`config.mk`:
```
export PLATFORM = sky130hd
export DESIGN_NAME = modulo_job_sequencer
export DESIGN_NICKNAME = d
export VERILOG_FILES = /design/src/rtl/modulo_job_sequencer.sv
export SDC_FILE = /design/constraint.sdc
export NUM_CORES = 1
export LEC_CHECK = 0
export BUFFER_PORTS_ARGS = -buffer_cell sky130_fd_sc_hd__buf_2
export CAP_MARGIN = 20
export CORE_UTILIZATION = 57
export DETAILED_ROUTE_END_ITERATION = 8
export GPL_TIMING_DRIVEN = 1
export PLACE_DENSITY = 0.79
export RECOVER_POWER = 25
export SYNTH_ARGS = -nofsm -noshare
export SYNTH_HDL_FRONTEND = slang
export SYNTH_SLANG_ARGS = --single-unit
```
`constraint.sdc`:
```
create_clock -name clk -period 3.3 [get_ports clk]
set_clock_uncertainty 0.1 [all_clocks]
set_input_delay 0.66 -clock clk [delete_from_list [all_inputs] [get_ports clk]]
set_output_delay 0.66 -clock clk [all_outputs]
set_load 0.02 [all_outputs]
```
`src/rtl/modulo_job_sequencer.sv`:
```
// -----------------------------------------------------------------------------
// modulo_job_sequencer
//
// Feeds operand pairs to a 16-bit modulo unit and collects its results.
// Operand pairs arrive on a valid/ready port and are buffered in a small FIFO.
// One job at a time is issued to the modulo unit with a one-cycle start pulse.
// The unit's result is captured and presented downstream with valid/ready
// backpressure. A zero divisor is trapped without starting the unit. A job
// whose result never arrives is aborted after TIMEOUT wait cycles.
//
// Ports
//   clk             rising-edge clock
//   rst_i           asynchronous active-high reset (also resets the modulo unit)
//   in_valid_i      operand pair valid
//   in_ready_o      FIFO has a free slot
//   in_zahl1_i      dividend
//   in_zahl2_i      divisor
//   fill_o          FIFO occupancy
//   mod_start_o     one-cycle start pulse to the modulo unit
//   mod_zahl1_o     dividend to the modulo unit (held from pop to next pop)
//   mod_zahl2_o     divisor to the modulo unit (held from pop to next pop)
//   mod_valid_i     modulo unit result valid
//   mod_ergebnis_i  modulo unit result
//   res_valid_o     result available downstream
//   res_ready_i     downstream accepts the result
//   res_ergebnis_o  remainder (0 on error)
//   res_err_o       00 = ok, 01 = divisor zero, 10 = timeout
//   busy_o          sequencer is not idle
// -----------------------------------------------------------------------------
module modulo_job_sequencer #(
   parameter int WIDTH   = 16,
   parameter int DEPTH   = 4,
   parameter int TIMEOUT = 131071
) (
   input  logic                     clk,
   input  logic                     rst_i,
   input  logic                     in_valid_i,
   output logic                     in_ready_o,
   input  logic [WIDTH-1:0]         in_zahl1_i,
   input  logic [WIDTH-1:0]         in_zahl2_i,
   output logic [$clog2(DEPTH):0]   fill_o,
   output logic                     mod_start_o,
   output logic [WIDTH-1:0]         mod_zahl1_o,
   output logic [WIDTH-1:0]         mod_zahl2_o,
   input  logic                     mod_valid_i,
   input  logic [WIDTH-1:0]         mod_ergebnis_i,
   output logic                     res_valid_o,
   input  logic                     res_ready_i,
   output logic [WIDTH-1:0]         res_ergebnis_o,
   output logic [1:0]               res_err_o,
   output logic                     busy_o
);

   localparam int AW = $clog2(DEPTH);
   localparam int FW = AW + 1;
   localparam int CW = $clog2(TIMEOUT);

   localparam logic [FW-1:0] FULL_LEVEL = FW'(DEPTH);
   localparam logic [CW-1:0] WAIT_LAST  = CW'(TIMEOUT - 1);

   localparam logic [1:0] ERR_OK      = 2'b00;
   localparam logic [1:0] ERR_DIV0    = 2'b01;
   localparam logic [1:0] ERR_TIMEOUT = 2'b10;

   typedef enum logic [1:0] {IDLE, START, WAIT, OUT} state_t;

   state_t            state;
   logic [WIDTH-1:0]  mem_zahl1 [DEPTH];
   logic [WIDTH-1:0]  mem_zahl2 [DEPTH];
   logic [AW-1:0]     wr_ptr;
   logic [AW-1:0]     rd_ptr;
   logic [FW-1:0]     count;
   logic [CW-1:0]     wait_cnt;
   logic              push;
   logic              pop;

   assign in_ready_o = (count < FULL_LEVEL);
   assign fill_o     = count;
   assign busy_o     = (state != IDLE);
   assign push       = in_valid_i && in_ready_o;
   // The FSM is the only consumer: it takes the head whenever it is idle.
   assign pop        = (state == IDLE) && (count != '0);

   // FIFO storage holds data only; validity is tracked by count/pointers.
   always_ff @(posedge clk) begin
      if (push) begin
         mem_zahl1[wr_ptr] <= in_zahl1_i;
         mem_zahl2[wr_ptr] <= in_zahl2_i;
      end
   end

   // FIFO pointers wrap naturally because DEPTH is a power of two.
   always_ff @(posedge clk or posedge rst_i) begin
      if (rst_i) begin
         wr_ptr <= '0;
         rd_ptr <= '0;
         count  <= '0;
      end else begin
         if (push) wr_ptr <= wr_ptr + AW'(1);
         if (pop)  rd_ptr <= rd_ptr + AW'(1);
         case ({push, pop})
            2'b10:   count <= count + FW'(1);
            2'b01:   count <= count - FW'(1);
            default: count <= count;
         endcase
      end
   end

   // Job state machine with registered outputs.
   always_ff @(posedge clk or posedge rst_i) begin
      if (rst_i) begin
         state          <= IDLE;
         mod_start_o    <= 1'b0;
         mod_zahl1_o    <= '0;
         mod_zahl2_o    <= '0;
         res_valid_o    <= 1'b0;
         res_ergebnis_o <= '0;
         res_err_o      <= ERR_OK;
         wait_cnt       <= '0;
      end else begin
         mod_start_o <= 1'b0;
         case (state)
            IDLE: begin
               if (pop) begin
                  mod_zahl1_o <= mem_zahl1[rd_ptr];
                  mod_zahl2_o <= mem_zahl2[rd_ptr];
                  if (mem_zahl2[rd_ptr] == '0) begin
                     // Divide by zero never reaches the unit.
                     res_ergebnis_o <= '0;
                     res_err_o      <= ERR_DIV0;
                     res_valid_o    <= 1'b1;
                     state          <= OUT;
                  end else begin
                     mod_start_o <= 1'b1;
                     state       <= START;
                  end
               end
            end
            START: begin
               wait_cnt <= '0;
               state    <= WAIT;
            end
            WAIT: begin
               // wait_cnt == 0 marks the first WAIT cycle, where a valid still
               // asserted from the previous job must not be taken. A valid in
               // the final WAIT cycle beats the timeout.
               if (mod_valid_i && (wait_cnt != '0)) begin
                  res_ergebnis_o <= mod_ergebnis_i;
                  res_err_o      <= ERR_OK;
                  res_valid_o    <= 1'b1;
                  state          <= OUT;
               end else if (wait_cnt == WAIT_LAST) begin
                  res_ergebnis_o <= '0;
                  res_err_o      <= ERR_TIMEOUT;
                  res_valid_o    <= 1'b1;
                  state          <= OUT;
               end else begin
                  wait_cnt <= wait_cnt + CW'(1);
               end
            end
            OUT: begin
               if (res_ready_i) begin
                  res_valid_o <= 1'b0;
                  state       <= IDLE;
               end
            end
            default: state <= IDLE;
         endcase
      end
   end

endmodule

```
# == Word level (Yosys, flattened, before mapping) ==
# Memories as Yosys holds them, arrays and structs flattened. A register that Yosys moved wholly into a read port is not among the register bits.
# Index checks and enable logic that the tools add are counted.
# classes
n_reduce_logical,17
n_eq_ne,12
n_mux,31
n_lt_le_gt_ge,1
add_sub_neg,5
# op_table
op,count
16-bit 2-to-1 mux,4
17-bit 2-to-1 mux,2
17-bit one-hot mux with 2 select lines,1
16-bit one-hot mux with 2 select lines,1
2-bit 2-to-1 mux,9
"17-bit by 1-bit adder with 17-bit output, second input constant",1
"17-bit == test, second input constant",1
17-bit nonzero test,1
16-bit zero test,1
1-bit 2-to-1 mux,10
"2-bit inequality test, second input constant",4
2-bit one-hot mux with 4 select lines,1
2-bit nonzero test,4
"2-bit == test, second input constant",3
3-bit one-hot mux with 2 select lines,1
3-bit AND reduction,2
3-bit nonzero test,2
5-bit AND reduction,1
"2-bit by 1-bit adder with 2-bit output, second input constant",2
"2-bit by 1-bit == test with 1-bit output, second input constant",2
2-bit one-hot mux with 2 select lines,1
4-bit AND reduction,1
"3-bit by 1-bit adder with 3-bit output, second input constant",1
1-bit logical AND,3
other kinds (7),7
# totals
elab_cells,78
ff_bits,62
out_inout_bits,57
mem_bits_rw,128
inputBits,53
n_memories,2
# memory_table
name,words,width,rd,rd_ports_with_merged_regs,wr,line,rtl
mem_zahl1,4,16,1,1,1,68,logic [WIDTH-1:0] mem_zahl1 [DEPTH];
mem_zahl2,4,16,1,0,1,69,logic [WIDTH-1:0] mem_zahl2 [DEPTH];

# == Depth between registers and ports, before layout ==
# An unclocked memory read counts as a cell.
# depth
depth_word,5
ltp_mapped,12
mapped_depth_nobuf,10

# == Worst setup path after synthesis ==
# No wires, ideal clock.
# synth_timing
path_kind,register to register
from,reg state[0]
to,reg count[2] (netlist: fill_o[2])
path_buffers,2
t_required_ns,3.120
setup_ns,0.080
arrival_ns,2.493
period_less_slack_ns,2.673
path_stages_with_launch,13
slack_ns,0.627
path_cell_list,dfrtp_1 -> inv_1 -> ha_1 -> clkbuf_1 -> nand2b_1 -> clkinv_1 -> buf_1 -> ha_1 -> inv_1 -> fa_1 -> xor2_1 -> nor2_1 -> xnor2_1
# synth_via
elab_chain_cells,4
elab_cells_between_ends,6
classes_between,eq/ne (2); mux (1); reduce/logical (3)
# synth_lines
item,line,rtl
from (decl),67,state_t state;
from (signal assigned),112,state <= IDLE;
from (signal assigned),132,state <= OUT;
from (signal assigned),135,state <= START;
2-bit zero test (*),82,assign pop = (state == IDLE) && (count != '0);
1-bit logical AND (*),82,
net pop,75,logic pop;
2-bit by 1-bit == test with 1-bit output or 2-bit == test (tied branches),101,"case ({push, pop})"
3-bit one-hot mux with 2 select lines or 2-bit nonzero test (tied branches),n/a,
to (signal assigned),102,2'b10: count <= count + FW'(1);
to (signal assigned),103,2'b01: count <= count - FW'(1);
to (signal assigned),104,default: count <= count;
to (decl),72,logic [FW-1:0] count;
# Mark *: on every way through the listed nets, which the timed path passes. The rest lies on a longest branch.
# A chain may end at the register's enable or synchronous reset.

# == Worst setup path after layout ==
# layout_timing
from,reg wait_cnt[0]
to,reg wait_cnt[6]
# layout_via
elab_chain_cells,4
elab_cells_between_ends,10
classes_between,add/sub (1); eq/ne (3); mux (3); reduce/logical (3)
# layout_lines
item,line,rtl
from (decl),73,logic [CW-1:0] wait_cnt;
from (signal assigned),158,wait_cnt <= wait_cnt + CW'(1);
17-bit by 1-bit adder with 17-bit output or 17-bit nonzero test (tied branches),"158, 147",
17-bit 2-to-1 mux or 1-bit logical AND (tied branches),"152, 147",
17-bit 2-to-1 mux or 2-bit inequality test (tied branches),n/a,
17-bit one-hot mux with 2 select lines or 3-bit AND reduction (tied branches),n/a,
# Several ways; a longest one is shown, not always the timed one. The select of a mux whose other input is x is not followed.

==> impl_metrics.py <==
metrics = {
    "synth": {
        "synthXorXnorAreaFrac_pct": 1.82,
        "syn_area_per_cell_um2": 17.5,
        "synthSimpleGateAreaFrac_pct": 5.65,
        "synth_mux_area_share_pct": 13.5,
        "synth_top_family_by_area": "multiplexers",
        "synth_cell_types": 43,
        "synth-adder-area-share_pct": 2.08,
        "synth-compound-area-share_pct": 3.91,
        "seq_area_frac_synth_pct": 71.0,
        "synth_nets": 532,
        "syn_inst": 466,
        "ys_ff_latch": 206,
        "synth_area_um2": 8170,
        "yosysWarnings": 0,
    },
    "run_status": {
        "status": "finished, final reports clean",
    },
    "global_routing": {
        "overflow": 0,
        "grt_use_total_pct": 22.2,
        "antenna_found_initial": 0,
        "grt_pass1_wl_mm": 24.6,
        "grt_start_max_net_pins": 44,
        "first_global_vias": 4731,
    },
    "layout": {
        "num-nets-final": 659,
        "drive_gt1_share_pct": 33.4,
        "syn2layout_area_growth_pct": 18.1,
        "utilization_pct": 69.2,
        "n_antenna_cell": 0,
        "fill_cells": 917,
    },
    "sta": {
        "tightest_slew_ns": 0.747,
        "hold_ws_ns": 0.181,
        "finalCriticalPeriod_ns": 2.93,
        "rsz0062_at_grt": "no",
        "setup_viol_count_final": 0,
        "setup_tns_ns": 0,
        "final_max_slew_viol_count": 0,
        "relSlewSlack_pct": 50.2,
        "max_freq_ghz": 0.341,
        "fin_crit_sh_pct": 88.9,
        "hold_viol": 0,
    },
    "drt": {
        "first_iter_violations": 234,
        "first_pass_iters": 4,
        "wl_per_cell_um": 20.0,
        "drcViolationCount": 0,
        "drtAntennaViolNets": 0,
        "dr_total_vias": 4521,
        "viasPerCell": 5.74,
        "routed_wl_mm": 15.8,
    },
    "power_and_ir_drop": {
        "power_per_cell_area_nw_per_um2": 965,
        "p_leak_nw": 3.75,
        "ir_worst_vdd_mv": 0.695,
    },
    "clocking": {
        "path_clk_slew_ns": 0.06,
        "cts_buffer_depth": 3,
        "cts_setup_buffers": 0,
        "tritoncts": "built",
        "cts.root.buffer_cell": "clkbuf_16",
        "cts.sinks": 206,
        "clock_latency_ns": 0.50,
        "h-tree-depth": 1,
        "hold_buffers": 0,
        "cts_buffers": 21,
        "ctsResizeCount": 0,
    },
    "floorplan": {
        "ioPinCount": 110,
        "die_area_um2": 14800,
        "core_area_um2": 13900,
        "rows": 43,
        "die_y_um": 122,
        "initial_core_util_pct": 58.6,
        "die_w_um": 122,
    },
    "worst_hold_path": {
        "hp-class": "input pin to asynchronous set/reset pin",
    },
    "worst_setup_path": {
        "setup.worst_path.end_class": "flop",
        "r2r_cells": 8,
        "worst_ep_required_time_ns": 3.55,
        "setup.worst_path.start": "wait_cnt[0]$_DFFE_PP0P_",
        "cp-endpoint": "wait_cnt[6]$_DFFE_PP0P_",
        "crit_arrival_ns": 3.18,
        "r2r-end": "wait_cnt[6]$_DFFE_PP0P_",
        "r2r_setup_slack_ns": 0.37,
        "crit_path_start_kind": "flop",
        "cp_max_fo": 13,
        "crit_type": "flop to flop",
        "timing.rr.start": "wait_cnt[0]$_DFFE_PP0P_",
    },
    "place": {
        "io_buffers": 109,
        "dp_hpwl_mm": 9.85,
        "gp_congestion": 0.867,
    },
    "job": {
        "max_cap_violations": 0,
    },
}
cell type report:
class / instances / area [µm²] / share of cell area [%]
Multi-Input combinational cell: 224 / 2210 / 22.9
Clock buffer: 26 / 564 / 5.85
Timing Repair Buffer: 123 / 626 / 6.48
Inverter: 17 / 65.1 / 0.674
Tap cell: 180 / 225 / 2.33
Sequential cell: 206 / 5800 / 60.1
Clock inverter: 12 / 166 / 1.72
synth_stat cells (all sizes together):
| master | n | area, µm² |
|---|---|---|
| mux2 | 32 | 360 |
| nand4 | 10 | 62.6 |
| buf | 13 | 85.1 |
| clkbuf | 6 | 22.5 |
| mux4 | 32 | 721 |
| a22o | 17 | 149 |
| o211ai | 1 | 7.51 |
| xnor2 | 8 | 70.1 |
| fa | 1 | 20.0 |
| a22oi | 2 | 15.0 |
| o21ai | 14 | 73.8 |
| nand2b | 2 | 12.5 |
| inv | 16 | 60.1 |
| edfxtp | 128 | 3840 |
| clkinv | 1 | 3.75 |
| nand2 | 16 | 60.1 |
| or4b | 1 | 10.0 |
| nand3 | 7 | 40.0 |
| dfrtp | 78 | 1950 |
| nor4b | 1 | 15.0 |
| nor2 | 23 | 86.3 |
| and2 | 5 | 31.3 |
| o41ai | 1 | 27.5 |
| a21oi | 3 | 15.0 |
| nor3b | 1 | 7.51 |
| and3 | 5 | 31.3 |
| ha | 12 | 150 |
| mux2i | 2 | 20.0 |
| nor3 | 4 | 25.0 |
| xor2 | 9 | 78.8 |
| nor4 | 5 | 37.5 |
| nor2b | 2 | 12.5 |
| o31ai | 3 | 22.5 |
| o21a | 1 | 8.76 |
| or4 | 4 | 30.0 |
layout by cell type (no fill, tap or decap), types with 5 or more instances in the layout:
cell / netlist / layout
edfxtp_1: 128 / 128
buf_2: 2 / 79
dfrtp_1: 78 / 77
clkbuf_1: 6 / 33
mux4_2: 32 / 32
mux2_2: 32 / 32
nor2_1: 23 / 23
clkbuf_16: 0 / 21
a22o_1: 17 / 17
nand2_1: 16 / 16
inv_1: 16 / 15
buf_4: 3 / 13
o21ai_0: 12 / 12
ha_1: 12 / 12
nand4_1: 10 / 10
xor2_1: 9 / 9
xnor2_1: 8 / 8
nand3_1: 6 / 6
and3_1: 5 / 5
logic make-up (layout without fill, tap and decap cells):
family,Yosys count,after routing
mux,66,66
compound gates,42,42
buf+inv,36,178
simple gates,86,86
flops,206,206
xor+xnor,17,17
fa+ha+maj,13,13
flip-flops by register name (all words and copies together), names as in the netlist:
signal          cells
res_err_o           2
mem_zahl2          64
wr_ptr              2
mem_zahl1          64
wait_cnt           17
mod_start_o         1
fill_o              3
mod_zahl1_o        16
mod_zahl2_o        16
res_ergebnis_o     16
state               2
res_valid_o         1
rd_ptr              2
critical path: stages (launching register included):
cell     delay, ns
dfrtp_1       0.43
inv_1         0.11
ha_1          0.15
or4b_1        0.49
o41ai_4       0.49
and3_1        0.53
nor2_1        0.17
o21ai_0       0.19
o21ai_0       0.14
layer usage:
layer / global-route usage (%) / share of wire [%]
met1: 28.2 / 40
met2: 37.9 / 51
met3: 4.87 / 7.0
met4: 7.64 / 2.3
met5: 0 / 0
stage by stage:
stage / area, µm² / power [mW] / setup slack (ns) / std cells
after detailed placement: 8960 / 6.89 / 0.412 / 750
after global routing: 9650 / 9.79 / 0.238 / 788
after floorplan: 8170 / 5.95 / 0.545 / 466
after CTS: 9690 / 9.41 / 0.399 / 788
after global placement: 8960 / 6.78 / 0.502 / 750
final: 9650 / 9.31 / 0.367 / 788
worst min-delay path by stage:
| stage | depth (start not counted) | start | to | slack [ns] |
|---|---|---|---|---|
| after floorplan | 1 | wait_cnt[12]$_DFFE_PP0P_ | wait_cnt[12]$_DFFE_PP0P_ | 0.39 |
| after global placement | 1 | res_ergebnis_o[13]$_DFFE_PP0P_ | res_ergebnis_o[13]$_DFFE_PP0P_ | 0.38 |
| after detailed placement | 1 | res_ergebnis_o[13]$_DFFE_PP0P_ | res_ergebnis_o[13]$_DFFE_PP0P_ | 0.39 |
| after CTS | 2 | rst_i | mod_zahl2_o[13]$_DFFE_PP0P_ | 0.19 |
| after global routing | 2 | rst_i | mod_zahl2_o[13]$_DFFE_PP0P_ | 0.23 |
| final | 2 | rst_i | res_ergebnis_o[4]$_DFFE_PP0P_ | 0.18 |
report_power, final:
group          switching (mW)  total (mW)  internal, mW  leakage, nW
clock network           0.945        2.47          1.53        0.353
registers               0.327        3.73          3.40         2.14
logic                    1.74        3.11          1.36         1.26
total                    3.01        9.31          6.29         3.75
Power figures use the tool's default switching activity.
